===== src/rtl/game_score_display.sv =====
// Display stage for the game: converts the binary score to BCD with a
// sequential double-dabble engine, blinks the lives digit after a life is
// lost, and scans four seven-segment digits with registered outputs.
module game_score_display #(
  parameter int clk_mhz       = 50,
  parameter int w_digit       = 8,
  parameter int w_score       = 8,
  parameter int scan_div      = clk_mhz * 1000,
  parameter int blink_half    = clk_mhz * 250000,
  parameter int blink_toggles = 6
) (
  input  logic               clk,
  input  logic               rst,
  input  logic [w_score-1:0] score,
  input  logic [2:0]         n_lifes,
  input  logic               game_over,
  output logic [7:0]         abcdefgh,
  output logic [w_digit-1:0] digit,
  output logic               conv_busy
);

  localparam int scan_w = $clog2(scan_div + 1);
  localparam int tmr_w  = $clog2(blink_half + 1);
  localparam int bc_w   = $clog2(blink_toggles + 1);
  localparam int cnt_w  = $clog2(w_score + 1);

  localparam logic [7:0] seg_dash = 8'b00000010;

  typedef enum logic [1:0] {IDLE, SHIFT, DONE} conv_state_e;

  // Seven-segment pattern for a decimal digit, a = bit 7, dot = bit 0.
  function automatic logic [7:0] seg7(input logic [3:0] d);
    logic [7:0] s;
    case (d)
      4'd0:    s = 8'b11111100;
      4'd1:    s = 8'b01100000;
      4'd2:    s = 8'b11011010;
      4'd3:    s = 8'b11110010;
      4'd4:    s = 8'b01100110;
      4'd5:    s = 8'b10110110;
      4'd6:    s = 8'b10111110;
      4'd7:    s = 8'b11100000;
      4'd8:    s = 8'b11111110;
      4'd9:    s = 8'b11110110;
      default: s = 8'b00000000;
    endcase
    return s;
  endfunction

  // Double-dabble correction: add 3 to every BCD nibble that is 5 or more.
  function automatic logic [11:0] dabble_adj(input logic [11:0] v);
    logic [11:0] r;
    r = v;
    for (int i = 0; i < 3; i++) begin
      if (v[i*4 +: 4] >= 4'd5) r[i*4 +: 4] = v[i*4 +: 4] + 4'd3;
    end
    return r;
  endfunction

  conv_state_e        state_q;
  logic [w_score-1:0] score_q;
  logic [w_score-1:0] bin_q;
  logic [11:0]        bcd_q;
  logic [cnt_w-1:0]   bit_cnt_q;
  logic               busy_q;
  logic [3:0]         units_q, tens_q, hund_q;

  logic [2:0]         lifes_q;
  logic [bc_w-1:0]    blink_cnt_q;
  logic [tmr_w-1:0]   blink_tmr_q;

  logic [scan_w-1:0]  pre_q;
  logic [1:0]         idx_q;
  logic [7:0]         seg_q, seg_d;
  logic [w_digit-1:0] digit_q, digit_d;
  logic               lives_blank;

  // BCD conversion FSM; the display registers load only in DONE so they are
  // never seen half-converted.
  // NOTE: clocked state uses non-blocking (<=) so every flop samples the
  // pre-edge values; blocking here would create order-dependent races.
  always_ff @(posedge clk or posedge rst) begin
    if (rst) begin
      state_q   <= IDLE;
      score_q   <= '0;
      bin_q     <= '0;
      bcd_q     <= '0;
      bit_cnt_q <= '0;
      busy_q    <= 1'b0;
      units_q   <= '0;
      tens_q    <= '0;
      hund_q    <= '0;
    end else begin
      case (state_q)
        IDLE: begin
          if (score != score_q) begin
            score_q   <= score;
            bin_q     <= score;
            bcd_q     <= '0;
            bit_cnt_q <= cnt_w'(w_score);
            busy_q    <= 1'b1;
            state_q   <= SHIFT;
          end
        end
        SHIFT: begin
          bcd_q     <= {dabble_adj(bcd_q)[10:0], bin_q[w_score-1]};
          bin_q     <= bin_q << 1;
          bit_cnt_q <= bit_cnt_q - 1'b1;
          if (bit_cnt_q == cnt_w'(1)) state_q <= DONE;
        end
        default: begin
          units_q <= bcd_q[3:0];
          tens_q  <= bcd_q[7:4];
          hund_q  <= bcd_q[11:8];
          busy_q  <= 1'b0;
          state_q <= IDLE;
        end
      endcase
    end
  end

  // Lives tracking: a drop in the life count (re)starts a blink burst.
  always_ff @(posedge clk or posedge rst) begin
    if (rst) begin
      lifes_q     <= '0;
      blink_cnt_q <= '0;
      blink_tmr_q <= '0;
    end else begin
      lifes_q <= n_lifes;
      if (n_lifes < lifes_q) begin
        blink_cnt_q <= bc_w'(blink_toggles);
        blink_tmr_q <= tmr_w'(blink_half);
      end else if (blink_cnt_q != '0) begin
        if (blink_tmr_q == tmr_w'(1)) begin
          blink_cnt_q <= blink_cnt_q - 1'b1;
          blink_tmr_q <= tmr_w'(blink_half);
        end else begin
          blink_tmr_q <= blink_tmr_q - 1'b1;
        end
      end
    end
  end

  // Counting down from an even load, the even counts are the blank halves.
  assign lives_blank = (blink_cnt_q != '0) && !blink_cnt_q[0];

  // Scan prescaler and digit index.
  always_ff @(posedge clk or posedge rst) begin
    if (rst) begin
      pre_q <= '0;
      idx_q <= '0;
    end else if (pre_q == scan_w'(scan_div - 1)) begin
      pre_q <= '0;
      idx_q <= idx_q + 1'b1;
    end else begin
      pre_q <= pre_q + 1'b1;
    end
  end

  // Next segment/digit pattern for the currently selected digit.
  // NOTE: outputs get a default before the case so no path leaves them
  // unassigned, which would otherwise infer a latch.
  always_comb begin
    seg_d   = 8'h00;
    digit_d = w_digit'(1) << idx_q;
    case (idx_q)
      2'd0: seg_d = seg7(units_q);
      2'd1: if (hund_q != 4'd0 || tens_q != 4'd0) seg_d = seg7(tens_q);
      2'd2: if (hund_q != 4'd0) seg_d = seg7(hund_q);
      default: begin
        if (game_over)         seg_d = seg_dash;
        else if (!lives_blank) seg_d = seg7({1'b0, lifes_q});
      end
    endcase
  end

  // Registered display outputs.
  always_ff @(posedge clk or posedge rst) begin
    if (rst) begin
      seg_q   <= '0;
      digit_q <= '0;
    end else begin
      seg_q   <= seg_d;
      digit_q <= digit_d;
    end
  end

  assign abcdefgh  = seg_q;
  assign digit     = digit_q;
  assign conv_busy = busy_q;

endmodule


===== config.mk =====
export PLATFORM = sky130hd
export DESIGN_NAME = game_score_display
export DESIGN_NICKNAME = d
export VERILOG_FILES = /design/src/rtl/game_score_display.sv
export SDC_FILE = /design/constraint.sdc
export NUM_CORES = 1
export LEC_CHECK = 0
export CORE_UTILIZATION = 35
export DETAILED_ROUTE_END_ITERATION = 6
export PLACE_DENSITY = 0.62
export SLEW_MARGIN = 20
export SYNTH_ARGS = -nofsm -noshare
export SYNTH_HDL_FRONTEND = slang
export SYNTH_SLANG_ARGS = --single-unit

===== constraint.sdc =====
create_clock -name clk -period 3.8 [get_ports clk]
set_clock_uncertainty 0.15 [all_clocks]
set_input_delay 0.38 -clock clk [delete_from_list [all_inputs] [get_ports clk]]
set_output_delay 0.38 -clock clk [all_outputs]
set_load 0.01 [all_outputs]

* Word level (Yosys, flattened, before mapping)
Memory sizes are Yosys's and may differ from the RTL's. Index checks and enable logic that the tools add are counted.
Storage, ports and cells: bits in read-only memories 392, logic and storage cells 86, memories kept 4, bits in registers 111
Memory list:
- (no name shown) | depth 16, bits a word 7, read ports 1, clocked after memory_dff 0, write ports 0, RTL line 34 | case (d)
- (no name shown) | depth 16, bits a word 7, read ports 1, clocked after memory_dff 0, write ports 0, RTL line 34
- (no name shown) | depth 16, bits a word 7, read ports 1, clocked after memory_dff 0, write ports 0, RTL line 34
- (no name shown) | depth 8, bits a word 7, read ports 1, clocked after memory_dff 0, write ports 0, RTL line 34
Operators by class: bitwise operators 1, shifts and indexed selects 1, equality and inequality tests 9, reduce and logical (&&, ||, !) cells 17, mux-type cells 26, add/subtract/negate cells 8, $lt $le $gt $ge 4
Operators with widths (count):
- 24-bit two-way mux | 3
- 8-bit two-way mux | 5
- 24-bit by 1-bit == test with 1-bit output (second input constant) | 1
- 12-bit case mux with 2 select lines | 1
- 8-bit case mux with 3 select lines | 1
- 24-bit by 1-bit subtractor with 24-bit output (second input constant) | 1
- 16-bit by 1-bit adder with 16-bit output (second input constant) | 1
- 16-bit == test (second input constant) | 1
- 16-bit two-way mux | 1
- 8-bit case mux with 2 select lines | 1
- 4-bit by 3-bit greater-or-equal comparator with 1-bit output (second input constant) | 3
- 12-bit two-way mux | 1
- 3-bit two-way mux | 4
- 4-bit two-way mux | 3
- 2-bit AND reduction | 5
- 4-bit by 2-bit adder with 4-bit output (second input constant) | 2
- 8-bit inequality test | 1
- 4-bit case mux with 2 select lines | 1
- 4-bit nonzero test | 2
- 1-bit by 2-bit left shift with 8-bit output (first input constant) | 1
- 2-bit nonzero test | 3
- 2-bit by 1-bit == test with 1-bit output (second input constant) | 2
- 4-bit by 1-bit == test with 1-bit output (second input constant) | 1
- 2-bit logical NOT | 2
- 17 further kinds | 19

* Longest topological paths before layout
depth in word-level cells 5, depth in mapped cells 8

* Worst setup path after synthesis
OpenSTA, ideal clock, no wires.
path type reg-to-reg, from register lifes_q[2], to register blink_tmr_q[10], library setup time 135 ps, setup slack 1594 ps, buffers on the path 1, clock period less this slack 2206 ps, stages on the path, launching flop included 9, arrival 1921 ps, required time 3515 ps, cell sequence dfrtp_1 > clkbuf_1 > inv_1 > ha_1 > a21oi_1 > o21ai_1 > a2111oi_0 > xnor2_1 > nand2_1
Between the ends: word-level cells in the longest chain between the ends 2, elaborated cells between the ends (all ways) 3
RTL lines:
- start: declaration | RTL line 68 | logic [2:0] lifes_q;
- start signal: assignment | RTL line 129 | lifes_q <= n_lifes;
- 3-bit less-than comparator * | RTL line 130 | if (n_lifes < lifes_q) begin
- 24-bit two-way mux / 2-bit nonzero test (equally long branches)
- end signal: assignment | RTL line 132 | blink_tmr_q <= tmr_w'(blink_half);
- end signal: assignment | RTL line 136 | blink_tmr_q <= tmr_w'(blink_half);
- end signal: assignment | RTL line 138 | blink_tmr_q <= blink_tmr_q - 1'b1;
- end: declaration | RTL line 70 | logic [tmr_w-1:0] blink_tmr_q;
Mark *: on every way between the ends. The rest lies on a longest branch, timed or not. A chain may end at the register's enable or synchronous reset.

* Final worst setup path
from register lifes_q[2], to register blink_tmr_q[23]
Same word-level chain as after synthesis.

==> metrics.txt <==
CP max FO 17; R2R Setup Slk 1.03 ns; Ys Warns 0; clock share of power 0.227; placed insts 835; FILL cells 1609; number of enable flip-flop cells after synthesis 0; crit path kind flop to flop; run status complete, no violations; Finished Layout Cells 849; Sw Share 0.365; # Post-CTS Setup Buffers 0; top cell type by total area after synthesis dfrtp_1; VDD IR max 0.366 mV; Async S/R FF share, synth 1.00; Arr. time, crit path 2.91 ns; GRT Resource Usage Total 0.144; Core ar. 16500 um2; synthesized area 5890 um2; Die Width 132 um; DRC 0; Area growth syn-to-layout 12.8%; mean post-synth cell area 9.61 um2; worst-margin pin slew 0.887 ns; H-tree depth 3; ANT cells 0; predominant post-synthesis flop cell dfrtp_1; RSZ-0062 raised after global routing no; Final Net Count 679; row count 47; Setup TNS 0 ns; drt first pass iters 5; sequential area share after synthesis 0.450; unique cell type count in the Yosys netlist 65; DR iter-0 viols 405; CTS tree yes; HP Class flop to flop; Worst-path clk slew 0.07 ns; Logic pwr share 0.364; max cap viols 0; share of cells above drive strength 1 0.0827; first-pass GRT wire length 20.5 mm; via/cell ratio 5.27; Hold Vio Cnt, Final 0; # port buffers 25; Clock Tree Buf Depth 2; hold path startpoint pre_q[0]$_DFF_PP0_; setup violators final 0; WL/cell 14.0 um; Antenna Violating Nets Remaining 0; initial antenna violation count 0; post-DP HPWL 8.35 mm; Worst Path Required 3.94 ns; Startpoint Class flop; sequential cell fraction of total power 0.409; most frequent cells after synthesis dfrtp_1 (106), nand2_1 (66), o21ai_0 (49); grt ovf 0; flops & latches, synth 106; Synth area leaders dfrtp_1 (45%), ha_1 (8.3%), nand2_1 (4.2%); starting density of the core 0.356; Multi-input gate area 2990 um2; count leader, synth dfrtp_1; Mapped Cells 613; Max Slew Vio Count 0; worst reg2reg startpoint lifes_q[2]$_DFF_PP0_; Slew headroom 0.407; vias in the first global route 4280; Fmax 361 MHz; pin count of the biggest net entering global routing 59; crit end category flop; pwr dens 645 nW/um2; worst skew pair latency 0.35 ns; Die Y 132 um; IO Pins 31; clock sink total 106; total leakage power 2.73 nW; crit share post-route 0.729; Die Area 17400 um2; CTS hold repair buffers 0; via count 4475; Num CTS Buffers 9; Net Sw Power 0.00156 W; PostCTS Resize Cnt 0; clk root buf clkbuf_16; Register Area 2650 um2; critical path startpoint lifes_q[2]$_DFF_PP0_; Final min period 2.77 ns; top-area cell type share of the netlist area 0.450; Internal Power 0.00272 W; Final GP Congestion 0.855; Detailed Route WL 11.9 mm
## worst paths after layout
kind / end / depth (start not counted)
min reg2reg: pre_q[0]$_DFF_PP0_ / 1
max reg2reg: blink_tmr_q[23]$_DFFE_PP0P_ / 7
max in group asynchronous: bin_q[5]$_DFFE_PP0P_ / 3
min: pre_q[0]$_DFF_PP0_ / 1
max: blink_tmr_q[23]$_DFFE_PP0P_ / 7
min in group asynchronous: pre_q[6]$_DFF_PP0_ / 2
## per-layer routing
| metal | up-vias | track usage | wire length [um] | share of wire |
|---|---|---|---|---|
| li1 | 2172 | - | - | - |
| met1 | 2205 | 0.192 | 5680 | 0.48 |
| met4 | 0 | 0.0588 | 198 | 0.017 |
| met2 | 80 | 0.234 | 5710 | 0.48 |
| met5 | - | 0 | 0 | 0 |
| met3 | 18 | 0.0223 | 325 | 0.027 |
## final cells by class
class / instances / area share
multi-input cells: 446 / 0.450
flip-flops and latches: 106 / 0.399
repair buffers: 29 / 0.0441
well taps: 220 / 0.0414
clock buffers: 9 / 0.0339
inverters: 34 / 0.0196
clock inverters: 5 / 0.0122
## logic make-up after synthesis
kind of cell | after synthesis | share of synthesized area
AO/OA/AOI/OAI | 152 | 0.161
flip-flops | 106 | 0.450
AND/OR/NAND/NOR | 196 | 0.172
multiplexers | 16 | 0.0304
other | 1 | 0.000637
XOR/XNOR | 38 | 0.0565
adder cells (fa/ha/maj) | 39 | 0.0828
buffers and inverters | 65 | 0.0461
## cells in the final DEF, fill, tap and decap left out, types with 3 or more instances in the layout
cell type	n
buf_4	3
nand4_1	6
ha_1	39
nor2_1	41
nor2b_1	5
o21ai_0	49
xor2_1	19
and2_1	4
or4_1	7
mux2_2	15
xnor2_1	19
clkbuf_16	9
nor3_1	7
conb_1	5
a31oi_1	4
nand3_1	10
a211oi_1	3
a22oi_1	7
nand2b_1	12
nand2_1	66
clkdlybuf4s50_1	25
and3_1	4
inv_1	33
a21oi_1	34
nor4_1	5
or3_1	5
o22ai_1	12
o31ai_1	7
nor3b_1	4
dfrtp_1	106
nor4b_1	4
or3_2	4
o211ai_1	6
## through the flow
| step | setup slack (ns) | area (um2) | total power [W] | hold WS [ns] | utilization |
|---|---|---|---|---|---|
| after global placement | 0.919 | 6340 | 0.00324 | 0.288 | 0.383 |
| after floorplan | 0.481 | 5910 | 0.00288 | 0.261 | - |
| after CTS | 1.07 | 6640 | 0.00433 | 0.308 | 0.402 |
| final | 1.03 | 6650 | 0.00429 | 0.304 | 0.402 |
| after detailed placement | 0.816 | 6340 | 0.00333 | 0.299 | 0.383 |
| after global routing | 0.801 | 6650 | 0.00462 | 0.325 | 0.402 |
## worst max-delay path, cell delays in order, from the launching register on
cell	delay, ns
dfrtp_1	0.48
inv_1	0.13
ha_1	0.30
a21oi_1	0.16
o21a_1	0.59
o21ai_1	0.33
or4_1	0.47
nand3_1	0.10
## power groups by stage
stage               combinational (W)  clock, W  sequential [W]
floorplan                     0.00124         0         0.00165
global route                  0.00178   0.00104         0.00180
finish                        0.00156  0.000973         0.00175
CTS                           0.00158   0.00100         0.00175
global placement              0.00150         0         0.00174
detailed placement            0.00156         0         0.00177
## flip-flops by register name, summed over array words and instances, names as in the netlist, 7 cells and up
name and cells:
bin_q 8, bcd_q 12, blink_tmr_q 24, score_q 8, pre_q 16, abcdefgh 7
(Power assumes the default switching activity.)
